===== src/rtl/sdram_byte_bridge.sv =====
// sdram_byte_bridge: turns 8-bit CPU byte accesses into 16-bit SDRAM host word transactions
// (byte writes by read-modify-write). Define SDRAM_BRIDGE_CACHE_EN for a one-word cache.
module sdram_byte_bridge #(
  parameter int BYTE_ADDR_W = 25,
  parameter int TIMEOUT     = 1023
) (
  input  logic                   clk_sys,
  input  logic                   rst_n,
  input  logic                   cpu_req,
  input  logic                   cpu_we,
  input  logic [BYTE_ADDR_W-1:0] cpu_addr,
  input  logic [7:0]             cpu_wdata,
  output logic [7:0]             cpu_rdata,
  output logic                   cpu_ack,
  output logic                   cpu_err,
  output logic                   cpu_busy,
  output logic                   mem_rd_req,
  output logic                   mem_wr_req,
  output logic [23:0]            mem_addr,
  output logic [15:0]            mem_wdata,
  input  logic [15:0]            mem_rdata,
  input  logic                   mem_busy,
  input  logic                   mem_rd_valid
);
  localparam int TW = (TIMEOUT > 0) ? $clog2(TIMEOUT + 1) : 1;

  typedef enum logic [1:0] {IDLE, RD, WR, DONE} state_t;

  state_t        state, state_nx;
  logic          rd_pend, rd_pend_nx, wr_pend, wr_pend_nx, accepted, accepted_nx;
  logic          lane, lane_nx, we, we_nx;
  logic [7:0]    wbyte, wbyte_nx;
  logic [TW-1:0] timer, timer_nx;
  logic [7:0]    rdata_nx;
  logic          ack_nx, err_nx, busy_nx, abort;
  logic [23:0]   addr_nx, word_addr;
  logic [15:0]   wdata_nx;

  function automatic logic [15:0] merge_lane(input logic [15:0] word, input logic hi,
                                             input logic [7:0] b);
    return hi ? {b, word[7:0]} : {word[15:8], b};
  endfunction

  function automatic logic [7:0] pick_lane(input logic [15:0] word, input logic hi);
    return hi ? word[15:8] : word[7:0];
  endfunction

  assign word_addr = 24'(cpu_addr[BYTE_ADDR_W-1:1]);

  // Completion is only seen one edge late, so mask the request in the completing cycle.
  assign mem_rd_req = rd_pend & ~mem_rd_valid;
  assign mem_wr_req = wr_pend & ~(accepted & ~mem_busy);

`ifdef SDRAM_BRIDGE_CACHE_EN
  logic        c_valid, c_valid_nx, c_hit;
  logic [23:0] c_tag, c_tag_nx;
  logic [15:0] c_data, c_data_nx;
  assign c_hit = c_valid && (c_tag == word_addr);
`endif

  always_comb begin
    state_nx    = state;
    rd_pend_nx  = rd_pend;
    wr_pend_nx  = wr_pend;
    accepted_nx = accepted | ((rd_pend | wr_pend) & mem_busy);
    lane_nx     = lane;
    we_nx       = we;
    wbyte_nx    = wbyte;
    timer_nx    = timer;
    rdata_nx    = cpu_rdata;
    ack_nx      = 1'b0;
    err_nx      = 1'b0;
    busy_nx     = cpu_busy;
    addr_nx     = mem_addr;
    wdata_nx    = mem_wdata;
    abort       = 1'b0;
`ifdef SDRAM_BRIDGE_CACHE_EN
    c_valid_nx  = c_valid;
    c_tag_nx    = c_tag;
    c_data_nx   = c_data;
`endif
    case (state)
      IDLE: begin
        if (cpu_ack) begin
          busy_nx = 1'b0;
        end else if (cpu_req && !cpu_busy) begin
          lane_nx     = cpu_addr[0];
          we_nx       = cpu_we;
          wbyte_nx    = cpu_wdata;
          addr_nx     = word_addr;
          busy_nx     = 1'b1;
          timer_nx    = '0;
          accepted_nx = 1'b0;
          rd_pend_nx  = 1'b1;
          state_nx    = RD;
`ifdef SDRAM_BRIDGE_CACHE_EN
          if (c_hit && !cpu_we) begin
            rd_pend_nx = 1'b0;
            rdata_nx   = pick_lane(c_data, cpu_addr[0]);
            state_nx   = DONE;
          end else if (c_hit) begin
            rd_pend_nx = 1'b0;
            wdata_nx   = merge_lane(c_data, cpu_addr[0], cpu_wdata);
            wr_pend_nx = 1'b1;
            state_nx   = WR;
          end
`endif
        end
      end
      RD: begin
        timer_nx = timer + TW'(1);
        if (mem_rd_valid) begin
          rd_pend_nx = 1'b0;
`ifdef SDRAM_BRIDGE_CACHE_EN
          c_valid_nx = 1'b1;
          c_tag_nx   = mem_addr;
          c_data_nx  = mem_rdata;
`endif
          if (we) begin
            wdata_nx    = merge_lane(mem_rdata, lane, wbyte);
            wr_pend_nx  = 1'b1;
            accepted_nx = 1'b0;
            timer_nx    = '0;
            state_nx    = WR;
          end else begin
            rdata_nx = pick_lane(mem_rdata, lane);
            state_nx = DONE;
          end
        end else if (timer == TW'(TIMEOUT)) begin
          abort = 1'b1;
        end
      end
      WR: begin
        timer_nx = timer + TW'(1);
        if (accepted && !mem_busy) begin
          wr_pend_nx = 1'b0;
          state_nx   = DONE;
`ifdef SDRAM_BRIDGE_CACHE_EN
          c_valid_nx = 1'b1;
          c_tag_nx   = mem_addr;
          c_data_nx  = mem_wdata;
`endif
        end else if (timer == TW'(TIMEOUT)) begin
          abort = 1'b1;
        end
      end
      DONE: begin
        ack_nx   = 1'b1;
        state_nx = IDLE;
      end
      default: state_nx = IDLE;
    endcase
    if (abort) begin
      rd_pend_nx = 1'b0;
      wr_pend_nx = 1'b0;
      ack_nx     = 1'b1;
      err_nx     = 1'b1;
      rdata_nx   = 8'hFF;
      state_nx   = IDLE;
`ifdef SDRAM_BRIDGE_CACHE_EN
      c_valid_nx = 1'b0;
`endif
    end
  end

  always_ff @(posedge clk_sys or negedge rst_n) begin
    if (!rst_n) begin
      state     <= IDLE;
      rd_pend   <= 1'b0;
      wr_pend   <= 1'b0;
      accepted  <= 1'b0;
      lane      <= 1'b0;
      we        <= 1'b0;
      wbyte     <= '0;
      timer     <= '0;
      cpu_rdata <= '0;
      cpu_ack   <= 1'b0;
      cpu_err   <= 1'b0;
      cpu_busy  <= 1'b0;
      mem_addr  <= '0;
      mem_wdata <= '0;
    end else begin
      state     <= state_nx;
      rd_pend   <= rd_pend_nx;
      wr_pend   <= wr_pend_nx;
      accepted  <= accepted_nx;
      lane      <= lane_nx;
      we        <= we_nx;
      wbyte     <= wbyte_nx;
      timer     <= timer_nx;
      cpu_rdata <= rdata_nx;
      cpu_ack   <= ack_nx;
      cpu_err   <= err_nx;
      cpu_busy  <= busy_nx;
      mem_addr  <= addr_nx;
      mem_wdata <= wdata_nx;
    end
  end

`ifdef SDRAM_BRIDGE_CACHE_EN
  always_ff @(posedge clk_sys or negedge rst_n) begin
    if (!rst_n) begin
      c_valid <= 1'b0;
      c_tag   <= '0;
      c_data  <= '0;
    end else begin
      c_valid <= c_valid_nx;
      c_tag   <= c_tag_nx;
      c_data  <= c_data_nx;
    end
  end
`endif

endmodule


===== config.mk =====
export PLATFORM = sky130hd
export DESIGN_NAME = sdram_byte_bridge
export DESIGN_NICKNAME = d
export VERILOG_FILES = /design/src/rtl/sdram_byte_bridge.sv
export SDC_FILE = /design/constraint.sdc
export NUM_CORES = 1
export LEC_CHECK = 0
export BUFFER_PORTS_ARGS = -buffer_cell sky130_fd_sc_hd__buf_2
export CAP_MARGIN = 20
export CORE_AREA = 2 2 139 107
export DETAILED_ROUTE_END_ITERATION = 10
export DIE_AREA = 0 0 141 109
export GPL_TIMING_DRIVEN = 0
export PLACE_DENSITY_LB_ADDON = 0.1
export SYNTH_ARGS = -nofsm -noshare
export SYNTH_HDL_FRONTEND = slang
export SYNTH_SLANG_ARGS = --single-unit

===== constraint.sdc =====
create_clock -name clk_sys -period 2.5 [get_ports clk_sys]
set_input_delay 0.125 -clock clk_sys [delete_from_list [all_inputs] [get_ports clk_sys]]
set_output_delay 0.125 -clock clk_sys [all_outputs]
set_load 0.02 [all_outputs]

==> flow_summary.yaml <==
run_status:
  outcome: "finished, final reports clean"
critical_path:
  ff2ff_path_depth: 7
  path_max_fanout: 10
  worstSetupPathType: "flip-flop to flip-flop"
  timing.rr.end: "mem_addr[19]"
  critical_path.endpoint: "mem_addr[19]"
  critical_path_arrival_ns: 2.49
  critical_path.startpoint_type: "flip-flop"
  r2r_start: "state[1]"
  cp-startpoint: "state[1]"
  critPathRequiredTime_ns: 2.72
  worst_setup_path_end_kind: "flip-flop"
  regToRegSetupSlack_ns: 0.23
route:
  wirelength_per_cell_um: 14.84
  via_per_inst: 4.436
  drt_first_pass_iters: 4
  postRouteAntennaNets: 0
  detail_route.drc_violations: 0
  vias: 2635
  drt-total-wl_um: 8814
  drt_iter0_drc: 102
floorplan:
  pin_count: 108
  rows: 38
  core_region_area_mm2: 0.01412
  dieWidth_um: 141
  dieArea_mm2: 0.01537
  floorplan.initialDensity_pct: 24.28
  die_height_um: 109
finish:
  ff_latch_area_mm2: 0.001902
  finish.utilization_pct: 32.06
  layout.cells.most_common_list: "buf_2, dfrtp_1, mux2_2"
  mostFrequentLayoutCell: "buf_2"
  areaGrowthSynthToFinish_pct: 32.04
  post_route_cells_drive_above_1_share_pct: 40.58
  num_antenna_cells: 0
  multi_input_comb_area_mm2: 0.001435
  n_fill_cell: 1464
  nNetsFinal: 471
power:
  pwr-share-clk_pct: 22.1
  total_switching_power_mw: 2.296
  seqPwrFrac_pct: 35.3
  power.internal_mw: 3.544
  switching_share_pct: 39.31
  finalPower_mw: 5.839
  cellLeakagePower_nw: 2.217
  vdd.ir_drop.worst_uv: 347.2
  combinational_cell_fraction_of_total_power_pct: 42.6
  cellPowerDensity_mw_per_mm2: 1290
worst_hold_path:
  hold_class: "primary input to flip-flop"
clock_network:
  cts-root-buf: "clkbuf_16"
  insertion_delay_of_the_later_clocked_pin_in_the_worst_skew_pair_ns: 0.33
  cts_num_sinks: 76
  clk_pin_slew_worst_paths_ns: 0.06
  max-clock-path-buffers: 2
  cts_tree: "done"
  cts_inserted_buffers: 9
  htreeDepth: 3
global_route:
  overflow: 0
  grt_first_pass_wirelength_um: 14350
  grt.total_usage_pct: 12.34
  grt_pass1_vias: 2602
  grt_antenna_before_repair: 0
  pin_count_of_the_biggest_net_entering_global_routing: 47
synth:
  post_synth.cell_area_avg_um2: 11.86
  postSynthCellCount: 289
  netlist-cell-type-count: 34
  synth-seq-cells: 76
  part_of_the_yosys_area_used_for_sequential_elements_pct: 55.47
  post_synthesis_instance_area_mm2: 0.003428
  synthesis.nets: 351
  synth.yosys.warnings: 0
placement:
  finalWeightedCongestion: 0.7583
  dpl.hpwl_um: 6460
  place.port_buffers: 107
timing:
  totalNegativeSetupSlack_ns: 0
  report.final.slew_viol_count: 0
  final-hold-violation-count: 0
  post-route-period-util_pct: 90.89
  report.final.setup_viol: 0
  worst_slew_margin_relative_to_its_limit_pct: 57.32
  clock_period_minus_final_worst_setup_slack_ns: 2.272
  timing_worst_slew_pin_value_ns: 0.6360
  worst_clock_skew_ns: 0.005889
  grt_setup_unrepaired: "false"
  max_freq_ghz: 0.4401
flow_run:
  timing.max_cap.violations: 0
worst min-delay path by stage:
stage,cells after the start,slack [ns],start,end
5_1_grt,2,0.002,cpu_wdata[5],wbyte[5]
3_3_place_gp,2,0.36,cpu_addr[18],mem_addr[17]
4_1_cts,2,0.003,cpu_addr[23],mem_addr[22]
6_report,2,0.02,cpu_addr[22],mem_addr[21]
3_5_place_dp,1,0.10,rst_n,mem_addr[21]
2_1_floorplan,0,-0.17,rst_n,accepted
metrics by stage:
step           setup WS (ns)  hold slack (ns)  cell area, um2  std cells
3_3_place_gp          0.1070           0.3568            4189        576
6_report              0.2277          0.01969            4527        594
5_1_grt              0.01307         0.002492            4527        594
2_1_floorplan         0.5244          -0.1706            3428        289
3_5_place_dp          0.1143           0.1033            4219        577
4_1_cts               0.1071         0.003008            4524        594
synthesized netlist by cell type (all sizes together):
cell type	number	area [um2]
dfrtp	76	1902
mux2	35	394.1
o21ai	29	148.9
nand2	27	101.4
mux2i	24	240.2
nor2	11	41.29
a22o	9	78.83
buf	8	42.54
inv	8	30.03
o211ai	8	60.06
ha	7	87.58
a21oi	6	30.03
clkbuf	5	18.77
nor2b	5	31.28
nand3	4	20.02
nor3	4	20.02
and2	3	18.77
and3	3	18.77
nand2b	3	18.77
a21boi	2	15.01
a221oi	2	35.04
nand4	2	12.51
a21o	1	7.510
a22oi	1	7.510
nor4bb	1	10.01
o22ai	1	6.260
o31ai	1	7.510
or2	1	6.260
or3	1	6.260
or3b	1	11.26
cell families after synthesis:
group | count (synthesis) | share of synthesized area [%]
compound gates | 60 | 11.57
fa+ha+maj | 7 | 2.555
simple gates | 66 | 9.234
flops | 76 | 55.47
mux | 59 | 18.50
buf+inv | 21 | 2.664
worst max-delay path: stages, from the launching register on:
cell and delay, ns:
dfrtp_1 0.44, inv_1 0.15, ha_1 0.15, buf_2 0.21, nor4bb_1 0.28, clkbuf_4 0.28, buf_2 0.28, mux2_2 0.37
power groups by stage:
stage	combinational, mW	clock, mW	sequential (mW)
floorplan	1.22	0	2.52
global placement	2.50	0	2.07
detailed placement	2.51	0	2.09
CTS	2.52	1.35	2.07
global route	2.75	1.41	2.14
finish	2.49	1.29	2.06
repair_timing:
item                                   in CTS  in global routing
setup endpoints to repair                   0                 20
resized for setup                           0                  1
endpoints found under the hold margin      30                  0
hold buffers                                1                  0
buffers inserted                            0                  0
area by class of cell:
class,instances,area share [%]
multi-input cells,192,31.70
clock inverters,5,1.382
plain buffers,13,1.410
flip-flops and latches,76,42.01
inverters,8,0.6634
well taps,180,4.975
repair buffers,109,12.71
clock buffers,11,5.141
sequential cells by signal, summed over array words and instances, names as in the netlist, 2 cells and up:
register,cells
wbyte,8
state,2
cpu_rdata,8
mem_wdata,16
mem_addr,24
timer,10
per-layer routing:
metal | track usage (%) | up-vias | wire length [um]
met4 | 4.500 | 0 | 133
met1 | 17.06 | 1272 | 4385
li1 | - | 1276 | -
met2 | 18.47 | 77 | 3816
met5 | 0 | - | 0
met3 | 3.557 | 10 | 479
Note: power is estimated with default switching activity, not from simulation.
